## src/rtl/controlador_io.sv

```systemverilog
// controlador_io: IN/OUT responder. Stalls the datapath on IN until a debounced button confirms the switches; latches OUT onto the display.
// Build option: define IO_ECHO_EN to also echo each captured switch value onto the display.
module controlador_io #(
  parameter int unsigned DATA_W       = 32,
  parameter int unsigned SW_W         = 16,
  parameter int unsigned DEBOUNCE_CYC = 4,
  parameter int unsigned CNT_W        = 20
) (
  input  logic              clock,
  input  logic              reset,
  input  logic              op_in,
  input  logic              op_out,
  input  logic [DATA_W-1:0] out_data,
  input  logic [SW_W-1:0]   switches,
  input  logic              btn_confirm,
  output logic              stall,
  output logic [DATA_W-1:0] in_data,
  output logic              in_valid,
  output logic [DATA_W-1:0] display,
  output logic              waiting
);

  localparam logic [CNT_W-1:0] CNT_MAX = CNT_W'(DEBOUNCE_CYC);

  typedef enum logic [1:0] {
    IDLE,
    WAIT_PRESS,
    DONE,
    WAIT_RELEASE
  } state_t;

  state_t            state_q, state_d;
  logic              sync1_q, sync1_d;
  logic              btn_s_q, btn_s_d;
  logic              deb_q, deb_d;
  logic [CNT_W-1:0]  cnt_q, cnt_d;
  logic [DATA_W-1:0] in_data_q, in_data_d;
  logic [DATA_W-1:0] display_q, display_d;
  logic              in_valid_q, in_valid_d;
  logic              waiting_q, waiting_d;
  logic              deb_rise, deb_fall;

  // Button synchronizer and debouncer: a run of DEBOUNCE_CYC opposite samples flips the level.
  always_comb begin
    sync1_d = btn_confirm;
    btn_s_d = sync1_q;
    deb_d   = deb_q;
    cnt_d   = '0;
    if (btn_s_q != deb_q) begin
      cnt_d = cnt_q + CNT_W'(1);
      if (cnt_d == CNT_MAX) begin
        deb_d = ~deb_q;
        cnt_d = '0;
      end
    end
  end

  assign deb_rise = deb_d & ~deb_q;
  assign deb_fall = ~deb_d & deb_q;

  // Control sequencing for IN, plus OUT servicing while no IN is outstanding.
  always_comb begin
    state_d   = state_q;
    in_data_d = in_data_q;
    display_d = display_q;
    case (state_q)
      IDLE: begin
        if (op_in) begin
          state_d = WAIT_PRESS;
        end else if (op_out) begin
          display_d = out_data;
        end
      end
      WAIT_PRESS: begin
        if (deb_rise) begin
          in_data_d = DATA_W'(switches);
`ifdef IO_ECHO_EN
          display_d = DATA_W'(switches);
`endif
          state_d   = DONE;
        end
      end
      DONE: begin
        state_d = WAIT_RELEASE;
      end
      WAIT_RELEASE: begin
        // A new IN must wait for the release so a held button cannot confirm it.
        if (deb_fall) begin
          state_d = IDLE;
        end
        if (op_out && !op_in) begin
          display_d = out_data;
        end
      end
      default: begin
        state_d = IDLE;
      end
    endcase
    in_valid_d = (state_d == DONE);
    waiting_d  = (state_d == WAIT_PRESS);
  end

  always_ff @(posedge clock) begin
    if (reset) begin
      state_q    <= IDLE;
      sync1_q    <= 1'b0;
      btn_s_q    <= 1'b0;
      deb_q      <= 1'b0;
      cnt_q      <= '0;
      in_data_q  <= '0;
      display_q  <= '0;
      in_valid_q <= 1'b0;
      waiting_q  <= 1'b0;
    end else begin
      state_q    <= state_d;
      sync1_q    <= sync1_d;
      btn_s_q    <= btn_s_d;
      deb_q      <= deb_d;
      cnt_q      <= cnt_d;
      in_data_q  <= in_data_d;
      display_q  <= display_d;
      in_valid_q <= in_valid_d;
      waiting_q  <= waiting_d;
    end
  end

  // Stall must answer op_in in the same cycle, so it stays combinational.
  assign stall = ~reset & ((op_in & ((state_q == IDLE) | (state_q == WAIT_RELEASE)))
                           | (state_q == WAIT_PRESS));

  assign in_data  = in_data_q;
  assign in_valid = in_valid_q;
  assign display  = display_q;
  assign waiting  = waiting_q;

endmodule

```

## config.mk

```make
export PLATFORM = sky130hd
export DESIGN_NAME = controlador_io
export DESIGN_NICKNAME = d
export VERILOG_FILES = /design/src/rtl/controlador_io.sv
export SDC_FILE = /design/constraint.sdc
export NUM_CORES = 1
export LEC_CHECK = 0
export BUFFER_PORTS_ARGS = -buffer_cell sky130_fd_sc_hd__buf_4
export CAP_MARGIN = 15
export CELL_PAD_IN_SITES_DETAIL_PLACEMENT = 0
export CELL_PAD_IN_SITES_GLOBAL_PLACEMENT = 1
export CORE_UTILIZATION = 32
export CTS_CLUSTER_SIZE = 30
export DETAILED_ROUTE_END_ITERATION = 16
export PLACE_DENSITY = 0.84
export SETUP_SLACK_MARGIN = 0.02
export SYNTH_ARGS = -nofsm -noshare
export SYNTH_HDL_FRONTEND = slang
export SYNTH_SLANG_ARGS = --single-unit
export TNS_END_PERCENT = 5
```

## constraint.sdc

```tcl
create_clock -name clock -period 2.5 [get_ports clock]
set_input_delay 0.125 -clock clock [delete_from_list [all_inputs] [get_ports clock]]
set_output_delay 0.125 -clock clock [all_outputs]
set_load 0.02 [all_outputs]
```

# Word-level counts from Yosys, hierarchy flattened
# Index checks and enable logic that the tools add are counted.
word_totals:
  register_bits: 75
  inputBits: 53
  output_inout_bits: 67
  elab_cells: 47
classes:
  add_sub_neg: 1
  eq_ne: 10
  mux: 10
  bitwise: 10
  n_reduce_logical: 7
op_table:
  columns: ["operator", "n"]
  rows:
  - ["32-bit two-way mux", 3]
  - ["32-bit case mux with 2 select lines", 1]
  - ["20-bit by 1-bit adder with 20-bit output, second input constant", 1]
  - ["20-bit by 3-bit equality test with 1-bit output, second input constant", 1]
  - ["2-bit case mux with 4 select lines", 1]
  - ["2-bit equality test, second input constant", 3]
  - ["2-bit two-way mux", 3]
  - ["2-bit inequality test, second input constant", 3]
  - ["1-bit AND", 4]
  - ["2-bit by 1-bit equality test with 1-bit output, second input constant", 2]
  - ["1-bit NOT", 4]
  - ["4-bit AND reduction", 1]
  - ["3-bit OR reduction", 1]
  - ["2-bit zero test", 1]
  - ["1-bit two-way mux", 2]
  - ["1-bit OR", 2]
  - ["2-bit AND reduction", 1]
  - ["2-bit nonzero test", 1]
  - ["1-bit logical AND", 1]
  - ["1-bit zero test", 1]
  - ["1-bit inequality test", 1]

# Longest topological paths before layout
depth:
  ltp_word: 9
  depth_mapped: 10
  depth_no_buf: 8

# Worst setup path before layout
# No wires, ideal clock.
synth_timing:
  kind: "reg-to-reg"
  from: "register cnt_q[5]"
  to: "register waiting_q, in the netlist waiting"
  setup_time_ns: 0.116
  t_arrival_ns: 2.440
  path_slack_ns: -0.057
  path_stages_with_launch: 10
  period_less_slack_ns: 2.557
  path_cell_list: "dfxtp_1 buf_2 nand3_2 buf_6 or4_1 mux2i_1 a32o_2 nor4b_4 o2bb2ai_2 o211a_1"
synth_between:
  elab_chain_cells: 9
synth_rtl:
  columns: ["item", "line_no", "text"]
  rows:
  - ["start: declaration", "36", "logic [CNT_W-1:0] cnt_q, cnt_d;"]
  - ["start signal: assignment", "119", "cnt_q <= cnt_d;"]
  - ["20-bit by 1-bit adder with 20-bit output *", "50", "cnt_d = cnt_q + CNT_W'(1);"]
  - ["20-bit by 3-bit equality test with 1-bit output *", "51", "if (cnt_d == CNT_MAX) begin"]
  - ["1-bit two-way mux *", "51", null]
  - ["1-bit two-way mux *", "49", "if (btn_s_q != deb_q) begin"]
  - ["1-bit NOT", "59", "assign deb_fall = ~deb_d & deb_q;"]
  - ["1-bit AND", "59", null]
  - ["2-bit two-way mux", "88", "if (deb_fall) begin"]
  - ["2-bit case mux with 4 select lines *", "66", "case (state_q)"]
  - ["2-bit by 1-bit equality test with 1-bit output *", "100", "waiting_d = (state_d == WAIT_PRESS);"]
  - ["end signal: assignment", "123", "waiting_q <= waiting_d;"]
  - ["end: declaration", "40", "logic waiting_q, waiting_d;"]
# Every way passes the cells marked *; elsewhere a longest branch is shown, timed or not.
# A chain may end at the register's enable or synchronous reset.

# Worst setup path in the final report
layout_timing:
  from: "register cnt_q[2]"
  to: "register waiting_q, in the netlist waiting"
# Same word-level chain as after synthesis.

==> Flow_metrics.wiki <==
{| class="wikitable"
! Metric !! Value
|-
| Count of max-cap constraint violations || 0
|-
| Setup repair after global routing missed its margin || false
|-
| Final clock skew || 0.0124 ns
|-
| Largest net degree at the start of global routing || 36
|-
| Class of the most critical setup path || reg -> reg
|-
| Register-to-Register Setup Slack || between 0.1 and 0.15 ns
|-
| Final number of hold-violating endpoints || 0
|-
| Clock transition time at the flip-flop clock pins of the worst setup and hold paths || ~0.08 ns
|-
| Count of mapped cells out of synthesis || 405
|-
| Global placement routability congestion || between 0.8 and 0.9
|-
| Total congestion overflow || 0
|-
| Number of antenna violations at the first check in global routing || 0
|-
| Pins Over Slew Limit || 0
|-
| Post-Route Hold Slack || 0.0145 ns
|-
| Slew of the pin with the lowest slew margin || 0.990 ns
|-
| Post-synthesis instance area || 0.00340 mm²
|-
| Crit end category || flop
|-
| Final net count || 594
|-
| Antenna viol nets, final || 0
|-
| Worst Hold Class || in -> reg
|-
| Global-route wire length before repair || 13.6 mm
|-
| Vias per std cell || 4.67
|-
| Critical path required time || 2.75 ns
|-
| I/O pin cnt || 120
|-
| Maximum level of the CTS H-tree || 3
|-
| Core Area || between 0.01 and 0.015 mm²
|-
| Minimum clock period after layout || 2.37 ns
|-
| Number of antenna cells inserted || 0
|-
| Power density over cell area || 515 mW/mm²
|-
| Share of synthesized registers carrying an async set or reset || 0%
|-
| Post-synthesis to final-layout area growth || 42.4%
|-
| Layout cells sized above 1 || between 30% and 40%
|-
| Post-synthesis sequential area ratio || roughly 44%
|-
| Number of CTS-inserted buffers || 9
|-
| Final WS setup || 0.130 ns
|-
| Fraction of post-synthesis cell area in the top cell type by area || 44.2%
|-
| Global routing usage summed across all routing layers || between 15 and 20%
|-
| Final wirelength || 8.39 mm
|-
| VDD IR max || 0.335 mV
|-
| Detail-routed net length per standard cell || 12.4 µm
|-
| Remaining max-slew budget at the tightest pin || 34.0%
|-
| Die footprint || 0.0110 mm²
|-
| Distinct cell type count of the synthesized netlist || 48
|-
| Final HPWL from detailed placement || 6.00 mm
|-
| Max Clock Freq || 422 MHz
|-
| Primary flip-flop cell chosen by synthesis mapping || dfxtp_1
|-
| Post-layout util || around 47%
|-
| Skew-Pair Late Insertion Delay || 0.35 ns
|-
| # clock sinks || 75
|-
| DRC marker count from the first detailed-route iteration || 113
|-
| Worst Reg-to-Reg Cells || 8
|-
| Worst slack, placed || -0.0545 ns
|-
| Number of optimization iterations in the first detailed-route pass || 4
|-
| Final Setup Violations || 0
|-
| Via count of the first global-routing pass || 3099
|-
| Die Height || 105 µm
|-
| R2r endpoint || waiting
|-
| Dominant cell type by area after synthesis || dfxtp_1
|-
| Critical path peak fanout || 6
|-
| Mean instance size in the synthesized netlist || 8.38 µm²
|-
| Yosys Warn Count || 0
|-
| WP data arrival || 2.62 ns
|-
| Delay contributed by the slowest stage of the critical path || 0.55 ns
|-
| Remaining design rule violation count || 0
|-
| Period utilization || 94.8%
|-
| Initial Utilization || 32.9%
|-
| CP max-delay cell || or4_4
|-
| Standby leakage power || 2.02 nW
|-
| Row count || 37
|-
| Number of enable flip-flop cells after synthesis || 0
|-
| Clock tree from TritonCTS || built
|-
| Number of buffers between clock root and the deepest sink || 2
|-
| Leading cell types by total area after synthesis || dfxtp_1 (44%), nand2_1 (10%), a21oi_1 (6.2%), buf_4 (4.0%), nor2_1 (3.0%)
|-
| Cell depth of the worst hold path || 3
|-
| Worst R2R Start || cnt_q[2]
|-
| Die span in x || 105 µm
|-
| Flops & latches, synth || 75
|-
| Hold endpoint || display[27]
|-
| Ordered list of cells on the worst path || nand4_2 > or4_4 > mux2i_1 > a32o_2 > nor4b_4 > buf_4 > o2bb2ai_2 > o211a_1
|-
| Type of origin of the critical path || flop
|-
| Worst Hold Launch || out_data[27]
|-
| CTS Root Cell || clkbuf_8
|-
| Result of the run || finished clean
|-
| Number of buffers inserted by port buffering || roughly 100
|-
| Number of vias after detailed routing || between 3000 and 4000
|}
synthesized netlist by cell type, drive strengths merged (2+ instances only):
cell type	n
nand2	104
dfxtp	75
a21oi	52
nor2	27
buf	26
clkbuf	12
inv	11
xnor2	11
nand3	9
nand4	9
nor4	9
and3	7
nor3	7
xor2	7
ha	5
nor3b	4
o21ai	3
a2111oi	2
a211o	2
and2	2
mux2i	2
nor2b	2
o211a	2
or3	2
or4	2
report_power, final:
part	internal, mW	switching [mW]
Sequential	1.23	0.0191
Combinational	0.136	0.168
Clock	0.488	0.454
Total	1.85	0.641
metal layers:
metal	track usage, %	vias up	part of all wire, %
li1	-	1582	-
met1	16.2	1479	42
met2	27.2	85	50
met3	6.30	11	6.8
met4	4.83	0	1.3
met5	0	-	0
cells by family after synthesis:
kind of cell	share of synthesized area, %
flip-flops	44.2
AND/OR/NAND/NOR	27.7
buffers and inverters	8.03
AO/OA/AOI/OAI	12.9
multiplexers	0.590
other	0.110
adder cells (fa/ha/maj)	1.84
XOR/XNOR	4.64
placed cells by master (no fill, tap or decap), types with 4 or more instances in the layout:
cell type	instances
nor2_1	26
nand2_2	11
nor4_1	5
a21oi_2	11
dfxtp_2	5
dfxtp_1	69
a21oi_1	41
conb_1	16
xor2_1	7
ha_1	4
nor3b_1	4
buf_4	131
dlygate4sd3_1	9
clkbuf_8	10
nand4_1	7
nor3_1	5
nand3_1	6
and3_1	6
inv_1	11
nand2_1	93
xnor2_1	11
sequential cells by signal, summed over array words and instances, names as in the netlist:
name,cells
in_data,16
deb_q,1
in_valid,1
display,32
cnt_q,20
waiting,1
state_q,2
btn_s_d,1
btn_s_q,1
critical path: cells and delay by family (launching register included):
kind	cells	cell delay, ns
muxes	1	0.15
buffers and inverters	1	0.18
AOI/OAI and AO/OA	3	0.59
DFF	1	0.39
and+or+nand+nor	3	0.96
final cells by class:
cell class                      count  area [µm²]
Timing Repair Buffer              143        1120
Fill cell                         992        5490
Multi-Input combinational cell    296        1800
Tap cell                          136         170
Sequential cell                    75        1510
Clock buffer                       10         138
Clock inverter                      5        62.6
Inverter                           11        41.3
worst max path at each step:
stage | start | to | slack [ns] | depth (start not counted)
global placement | cnt_q[0] | in_data[3] | 0.06 | 9
detailed placement | cnt_q[0] | in_data[10] | -0.05 | 9
CTS | cnt_q[1] | in_data[10] | 0.05 | 10
floorplan | cnt_q[5] | in_data[10] | 0.02 | 10
finish | cnt_q[2] | waiting | 0.13 | 8
global route | cnt_q[2] | in_data[10] | 0.02 | 10
per-stage QoR:
step / TNS (ns) / cell area [µm²] / power, mW / instances
global route: 0 / 4840 / 2.60 / 676
detailed placement: -0.540 / 4380 / 1.57 / 646
CTS: 0 / 4690 / 2.52 / 670
global placement: 0 / 4380 / 1.56 / 646
floorplan: 0 / 3470 / 1.45 / 420
finish: 0 / 4840 / 2.49 / 676
repair_timing:
| action | in CTS | in global routing |
|---|---|---|
| endpoints found under the setup margin | 17 | 40 |
| buffers inserted | 2 | 4 |
| gates resized for setup | 8 | 18 |
| hold buffers | 7 | 2 |
| pin swaps | 4 | 5 |
| hold endpoints to repair | 7 | 2 |
Power figures use the tool's default switching activity.
